## src/rtl/timer_bank_if.sv

```systemverilog
// Register-access bus and channel outputs of the timer bank.
interface timer_bank_if #(
  parameter int NCH   = 4,
  parameter int WIDTH = 32,
  parameter int CHW   = 2
);
  logic             we;
  logic [CHW-1:0]   ch_sel;
  logic [1:0]       reg_sel;
  logic [WIDTH-1:0] wdata;
  logic [WIDTH-1:0] rdata;
  logic [NCH-1:0]   cnt_out;
  logic             irq;

  modport master (output we, ch_sel, reg_sel, wdata, input rdata, cnt_out, irq);
  modport slave  (input we, ch_sel, reg_sel, wdata, output rdata, cnt_out, irq);
endinterface

```

## src/rtl/timer_bank.sv

```systemverilog
// Multi-channel programmable timer: one-shot, periodic and PWM modes with
// per-channel power-of-two prescalers, W1C status and one maskable irq.
module timer_bank #(
  parameter int NCH   = 4,
  parameter int WIDTH = 32,
  parameter int CHW   = 2
) (
  input logic         clk,
  input logic         RSTN,
  timer_bank_if.slave bus
);
  localparam int IDXW = (NCH > 1) ? $clog2(NCH) : 1;

  typedef enum logic [1:0] {
    MODE_ONESHOT  = 2'd0,
    MODE_PERIODIC = 2'd1,
    MODE_PWM      = 2'd2,
    MODE_RSVD     = 2'd3
  } mode_e;

  typedef enum logic [1:0] {
    REG_COUNT  = 2'd0,
    REG_CTRL   = 2'd1,
    REG_STATUS = 2'd2,
    REG_CMP    = 2'd3
  } reg_e;

  typedef struct packed {
    logic [3:0] p;
    logic       ie;
    logic       en;
    mode_e      mode;
  } ctrl_t;

  logic [WIDTH-1:0] count_q [NCH];
  logic [WIDTH-1:0] count_d [NCH];
  logic [WIDTH-1:0] load_q  [NCH];
  logic [WIDTH-1:0] load_d  [NCH];
  logic [WIDTH-1:0] cmp_q   [NCH];
  logic [WIDTH-1:0] cmp_d   [NCH];
  ctrl_t            ctrl_q  [NCH];
  ctrl_t            ctrl_d  [NCH];
  logic [15:0]      pre_q   [NCH];
  logic [15:0]      pre_d   [NCH];

  logic [NCH-1:0]   out_q, out_d, status_q, status_d;
  logic [NCH-1:0]   set_evt, ie_d, clr, tick, wsel;
  logic             irq_q, irq_d;
  logic [WIDTH-1:0] rdata_q, rdata_d;
  logic             reload;
  reg_e             reg_sel;
  logic [IDXW-1:0]  ch_idx;

  assign reg_sel = reg_e'(bus.reg_sel);
  assign ch_idx  = IDXW'(bus.ch_sel);

  // Tick fires on the last prescaler step of a 2^p window.
  always_comb begin
    tick = '0;
    wsel = '0;
    for (int i = 0; i < NCH; i++) begin
      tick[i] = ctrl_q[i].en && (pre_q[i] == ((16'd1 << ctrl_q[i].p) - 16'd1));
      wsel[i] = bus.we && (bus.ch_sel == CHW'(i));
    end
  end

  always_comb begin
    // NOTE: every output of this block is defaulted first so no path can infer a latch.
    set_evt = '0;
    out_d   = out_q;
    clr     = '0;
    ie_d    = '0;
    reload  = 1'b0;
    for (int i = 0; i < NCH; i++) begin
      count_d[i] = count_q[i];
      load_d[i]  = load_q[i];
      cmp_d[i]   = cmp_q[i];
      ctrl_d[i]  = ctrl_q[i];
      pre_d[i]   = '0;

      if (ctrl_q[i].en) begin
        pre_d[i] = tick[i] ? 16'd0 : pre_q[i] + 16'd1;
        reload   = tick[i] && (count_q[i] == WIDTH'(1));
        if (tick[i] && count_q[i] > WIDTH'(1)) count_d[i] = count_q[i] - WIDTH'(1);
        case (ctrl_q[i].mode)
          MODE_ONESHOT: begin
            if (reload) begin
              count_d[i]   = '0;
              out_d[i]     = 1'b1;
              set_evt[i]   = 1'b1;
              ctrl_d[i].en = 1'b0;
            end
          end
          MODE_PERIODIC: begin
            if (reload) begin
              count_d[i] = load_q[i];
              set_evt[i] = 1'b1;
            end
            out_d[i] = reload;
          end
          MODE_PWM: begin
            if (reload) begin
              count_d[i] = load_q[i];
              set_evt[i] = 1'b1;
            end
            out_d[i] = (count_d[i] <= cmp_q[i]);
          end
          default: out_d[i] = 1'b0;
        endcase
      end

      // A register write overrides whatever the tick decided this cycle.
      if (wsel[i] && reg_sel == REG_COUNT) begin
        load_d[i]  = bus.wdata;
        count_d[i] = bus.wdata;
        out_d[i]   = 1'b0;
        pre_d[i]   = '0;
        set_evt[i] = 1'b0;
      end
      if (wsel[i] && reg_sel == REG_CTRL) begin
        ctrl_d[i] = ctrl_t'(bus.wdata[7:0]);
        pre_d[i]  = '0;
      end
      if (wsel[i] && reg_sel == REG_CMP) cmp_d[i] = bus.wdata;

      if (bus.we && reg_sel == REG_STATUS && i < WIDTH) clr[i] = bus.wdata[i];
      ie_d[i] = ctrl_d[i].ie;
    end
    status_d = (status_q & ~clr) | set_evt;
    irq_d    = |(status_d & ie_d);
  end

  always_comb begin
    rdata_d = '0;
    if (int'(bus.ch_sel) < NCH) begin
      case (reg_sel)
        REG_COUNT:  rdata_d = count_q[ch_idx];
        REG_CTRL:   rdata_d = WIDTH'(ctrl_q[ch_idx]);
        REG_STATUS: begin
          for (int i = 0; i < NCH; i++) if (i < WIDTH) rdata_d[i] = status_q[i];
        end
        default:    rdata_d = cmp_q[ch_idx];
      endcase
    end
  end

  // NOTE: sequential state uses non-blocking assignments so all flops update together.
  always_ff @(posedge clk) begin
    if (!RSTN) begin
      // NOTE: the per-channel register arrays are flops, not RAM, so they take the reset.
      for (int i = 0; i < NCH; i++) begin
        count_q[i] <= '0;
        load_q[i]  <= '0;
        cmp_q[i]   <= '0;
        ctrl_q[i]  <= '0;
        pre_q[i]   <= '0;
      end
      out_q    <= '0;
      status_q <= '0;
      irq_q    <= 1'b0;
      rdata_q  <= '0;
    end else begin
      for (int i = 0; i < NCH; i++) begin
        count_q[i] <= count_d[i];
        load_q[i]  <= load_d[i];
        cmp_q[i]   <= cmp_d[i];
        ctrl_q[i]  <= ctrl_d[i];
        pre_q[i]   <= pre_d[i];
      end
      out_q    <= out_d;
      status_q <= status_d;
      irq_q    <= irq_d;
      rdata_q  <= rdata_d;
    end
  end

  assign bus.rdata   = rdata_q;
  assign bus.cnt_out = out_q;
  assign bus.irq     = irq_q;
endmodule

```

## src/flat_wrapper.sv

```systemverilog
// flat-port wrapper written by rule: the top's interface ports become plain ports
module timer_bank_flat 
#(
  parameter int NCH   = 4,
  parameter int WIDTH = 32,
  parameter int CHW   = 2
)
  (clk, RSTN, bus_we, bus_ch_sel, bus_reg_sel, bus_wdata, bus_rdata, bus_cnt_out, bus_irq);
  timer_bank_if #(.NCH(NCH), .WIDTH(WIDTH), .CHW(CHW)) bus_i ();
  input logic clk;
  input logic RSTN;
  input wire logic [$bits(bus_i.we)-1:0] bus_we;
  input wire logic [$bits(bus_i.ch_sel)-1:0] bus_ch_sel;
  input wire logic [$bits(bus_i.reg_sel)-1:0] bus_reg_sel;
  input wire logic [$bits(bus_i.wdata)-1:0] bus_wdata;
  output wire logic [$bits(bus_i.rdata)-1:0] bus_rdata;
  output wire logic [$bits(bus_i.cnt_out)-1:0] bus_cnt_out;
  output wire logic [$bits(bus_i.irq)-1:0] bus_irq;
  assign bus_i.we = bus_we;
  assign bus_i.ch_sel = bus_ch_sel;
  assign bus_i.reg_sel = bus_reg_sel;
  assign bus_i.wdata = bus_wdata;
  assign bus_rdata = bus_i.rdata;
  assign bus_cnt_out = bus_i.cnt_out;
  assign bus_irq = bus_i.irq;
  timer_bank #(.NCH(NCH), .WIDTH(WIDTH), .CHW(CHW)) u_core (.clk(clk), .RSTN(RSTN), .bus(bus_i));
endmodule
```

## config.mk

```make
export PLATFORM = sky130hd
export DESIGN_NAME = timer_bank_flat
export DESIGN_NICKNAME = d
export VERILOG_FILES = /design/src/rtl/timer_bank_if.sv /design/src/rtl/timer_bank.sv /design/src/flat_wrapper.sv
export SDC_FILE = /design/constraint.sdc
export NUM_CORES = 2
export LEC_CHECK = 0
export ABC_AREA = 1
export CAP_MARGIN = 10
export CORE_MARGIN = 2
export CORE_UTILIZATION = 50
export CTS_CLUSTER_SIZE = 40
export DETAILED_ROUTE_END_ITERATION = 7
export GPL_TIMING_DRIVEN = 1
export HOLD_SLACK_MARGIN = 0.06
export PLACE_DENSITY = 0.7
export SYNTH_ARGS = -nofsm -noshare
export SYNTH_HDL_FRONTEND = slang
export SYNTH_SLANG_ARGS = --single-unit
export TNS_END_PERCENT = 20
```

## constraint.sdc

```tcl
create_clock -name clk -period 9.9 [get_ports clk]
set_clock_uncertainty 0.2 [all_clocks]
set_input_delay 2.475 -clock clk [delete_from_list [all_inputs] [get_ports clk]]
set_output_delay 2.475 -clock clk [all_outputs]
set_load 0.01 [all_outputs]
```

==> flow_metrics.tcl <==
set metrics [dict create \
    synthArstFlopShare_pct 0 \
    drive_gt1_share_pct 5.69 \
    globalRoute.busiestLayer "met2" \
    critical_path_peak_fanout 25 \
    grt_start_max_net_pins 104 \
    vias 40900 \
    reg2reg_from "u_core.ctrl_q[2][5]" \
    synth_cell_types 60 \
    rrSetupSlack_ns 3.64 \
    initial_core_util_pct 50.5 \
    hold_buffers 0 \
    drt-total-wl_mm 144 \
    hold_path_depth 2 \
    die_area_um2 76000 \
    crit_buf_inv 0 \
    ys_seq_elements 521 \
    cp_common_cell "nand2_1" \
    grt_usage_pct 37.1 \
    drtIter0Drc 5215 \
    required_ns 10.23 \
    synth.avg_cell_area_um2 6.16 \
    dpl_cell_area_um2 38100 \
    crit_chain "nor2_2 > nand2_1 > ha_1 > xnor2_1 > nand2_1 > nand2_1 > nand4_1 > nand3b_1 > nor2_4 > nand3_2 > nand2_2 > nand2_1 > nand2_1 > ha_1 > nand2_1 > nor2_1 > nand2_1 > nor4_1 > nand3_1 > nand2_1 > nand2_1 > nand3_1 > nand3_1 > a21oi_1" \
    cp_top_family "simple AND/OR/NAND/NOR gates" \
    cts_tree "done" \
    synth_edf_count 0 \
    cap_viol_max_count 0 \
    areaGrowthSynthToFinish_pct 9.60 \
    synthFlopType "dfxtp_1" \
    syn_area_um2 36900 \
    worstSetupStartpoint "u_core.ctrl_q[2][5]" \
    routabilityCongestion 1.04 \
    post_cts_buffers 0 \
    status "finished, violations left" \
    postCtsResizedCells 0 \
    tightest_slew_ns 1.29 \
    cp.arrival_ns 6.60 \
    synth_nets 6191 \
    post_drt_wl_per_cell_um 20.8 \
    numPortBuffers 75 \
    ff_latch_area_um2 10400 \
    post-route-period-util_pct 63.3 \
    cpPeakStageDelay_ns 0.97 \
    critical_path_class "flip-flop to flip-flop" \
    slowest_stage "nor4_1" \
    placedCellCount 6801 \
    end_kind "flip-flop" \
    final_cells 6920 \
    drc 7 \
    cts_max_path_buffers 3 \
    grt_util_met1_pct 51.7 \
    cts_buffers 66 \
    min_to "u_core.load_q[0][89]" \
    clkTransAtPathRegs_ns 0.06 \
    dr.pass1.iters 8 \
    rows 99 \
    ys_warn_count 0 \
    clockRootBuffer "clkbuf_16" \
    final_common_cell "nand2_1" \
    holdWs_ns 0.259 \
    ant_nets 0 \
    fmax_mhz 160 \
    hp-start "u_core.load_q[0][89]" \
    final_area_um2 40500 \
    setup_violations 0 \
    ys_seq_area_share_pct 28.3 \
    clkLatencyLatePin_ns 0.62 \
    hold_viol 0 \
    worstReg2RegEnd "u_core.bus.cnt_out[2]" \
    rr_worst_depth 24 \
    violations "DRC" \
    overflow 0 \
    met2_usage_pct 54.3 \
    rsz0062_at_grt "false" \
    fp.dieW_um 276 \
    power.leakage_uw 0.0187 \
    grt_first_pass_wirelength_mm 218 \
    antenna_found_initial 1 \
    htree_num_levels 3 \
    vias_per_cell 5.91 \
    fin_tns_setup_ns 0 \
    hold_class "flip-flop to flip-flop" \
    irDropWorstVdd_mv 0.123 \
    powerDensity_nw_per_um2 139 \
    io_pins 76 \
    fp.coreArea_um2 73100 \
    grt_pass1_vias 36400 \
    slew_headroom_pct 13.5 \
    synthCells 5992 \
    final_cell_mix "nand2_1, inv_1, a21oi_1" \
    multi_input_comb_area_um2 22200 \
    dieHeight_um 276 \
    num_antenna_cells 0 \
    dp_hpwl_mm 103 \
    period_minus_slack_ns 6.26 \
    use_met3_pct 7.07 \
    nFillCells 7478 \
    startpoint_type "flip-flop" \
    numClockSinks 521 \
    drv_slew 0 \
    nets 6111 \
]
worst max-delay path by stage:
| stage | end | cells past startpoint | slack [ns] |
|---|---|---|---|
| global route | u_core.bus.cnt_out[2] | 24 | 3.40 |
| finish | u_core.bus.cnt_out[2] | 24 | 3.64 |
| detailed placement | u_core.count_q[2][16] | 11 | 3.55 |
| CTS | u_core.bus.cnt_out[2] | 24 | 4.01 |
| floorplan | u_core.count_q[1][10] | 10 | 5.63 |
| global placement | u_core.count_q[2][28] | 11 | 3.62 |
power breakdown:
group	switching [uW]	internal [uW]	total (uW)
clock	1050	1600	2640
sequential	19.7	2130	2150
combinational	631	223	854
total	1700	3950	5640
synth_stat cells (all sizes together) (7+ instances only):
library cell | number | area, um2
inv | 816 | 3060
nor3b | 20 | 150
nand2 | 1690 | 6490
ha | 160 | 2000
xor2 | 128 | 1140
nand3 | 358 | 1870
or2 | 7 | 43.8
nor2 | 416 | 1690
nor4 | 17 | 113
o22ai | 173 | 1080
dfxtp | 521 | 10400
nand4 | 202 | 1280
a31oi | 8 | 50.1
xnor2 | 7 | 61.3
nor3 | 60 | 305
clkbuf | 199 | 748
nand3b | 9 | 67.6
o21ai | 516 | 2700
buf | 84 | 503
a21oi | 549 | 2770
clkinv | 8 | 31.3
kinds of logic after synthesis:
group | synth area share (%)
xor gates and xnor gates | 3.24
AOI/OAI and AO/OA | 18.6
and+or+nand+nor | 32.7
adders and majority gates | 5.42
buffers and inverters | 11.8
DFF | 28.3
through the flow:
step | setup slack [ns] | util [%] | power (uW)
after detailed placement | 3.55 | 52.1 | 3000
after global routing | 3.40 | 55.4 | 5800
after global placement | 3.62 | 52.1 | 3000
after CTS | 4.01 | 55.3 | 5610
after floorplan | 5.63 | - | 2730
final | 3.64 | 55.4 | 5640
registers in the layout, indices dropped and copies added (netlist names):
register,cells
u_core.bus.cnt_out,4
u_core.bus.irq,1
u_core.bus.rdata,32
u_core.cmp_q,128
u_core.count_q,128
u_core.ctrl_q,32
u_core.load_q,128
u_core.pre_q,64
u_core.status_q,4
routing by layer:
| layer | wire length [um] | share of wire [%] |
|---|---|---|
| met1 | 61100 | 42 |
| met2 | 58400 | 40 |
| met3 | 16400 | 11 |
| met4 | 8330 | 5.8 |
| met5 | 13 | 0.0090 |
cell type report:
class / instances / share of cell area [%]
clock inverter: 24 / 0.894
sequential: 521 / 25.8
multi-input combinational: 4362 / 54.8
timing repair buffer: 137 / 3.05
clock buffer: 93 / 4.85
inverter: 824 / 7.67
tap: 959 / 2.97
worst min-delay path, delay by kind of cell, from the launching register on:
kind	cells	cell delay [ns]
flip-flops	1	0.32
AND/OR/NAND/NOR	1	0.05
AO/OA/AOI/OAI	1	0.05
(Power assumes the default switching activity.)
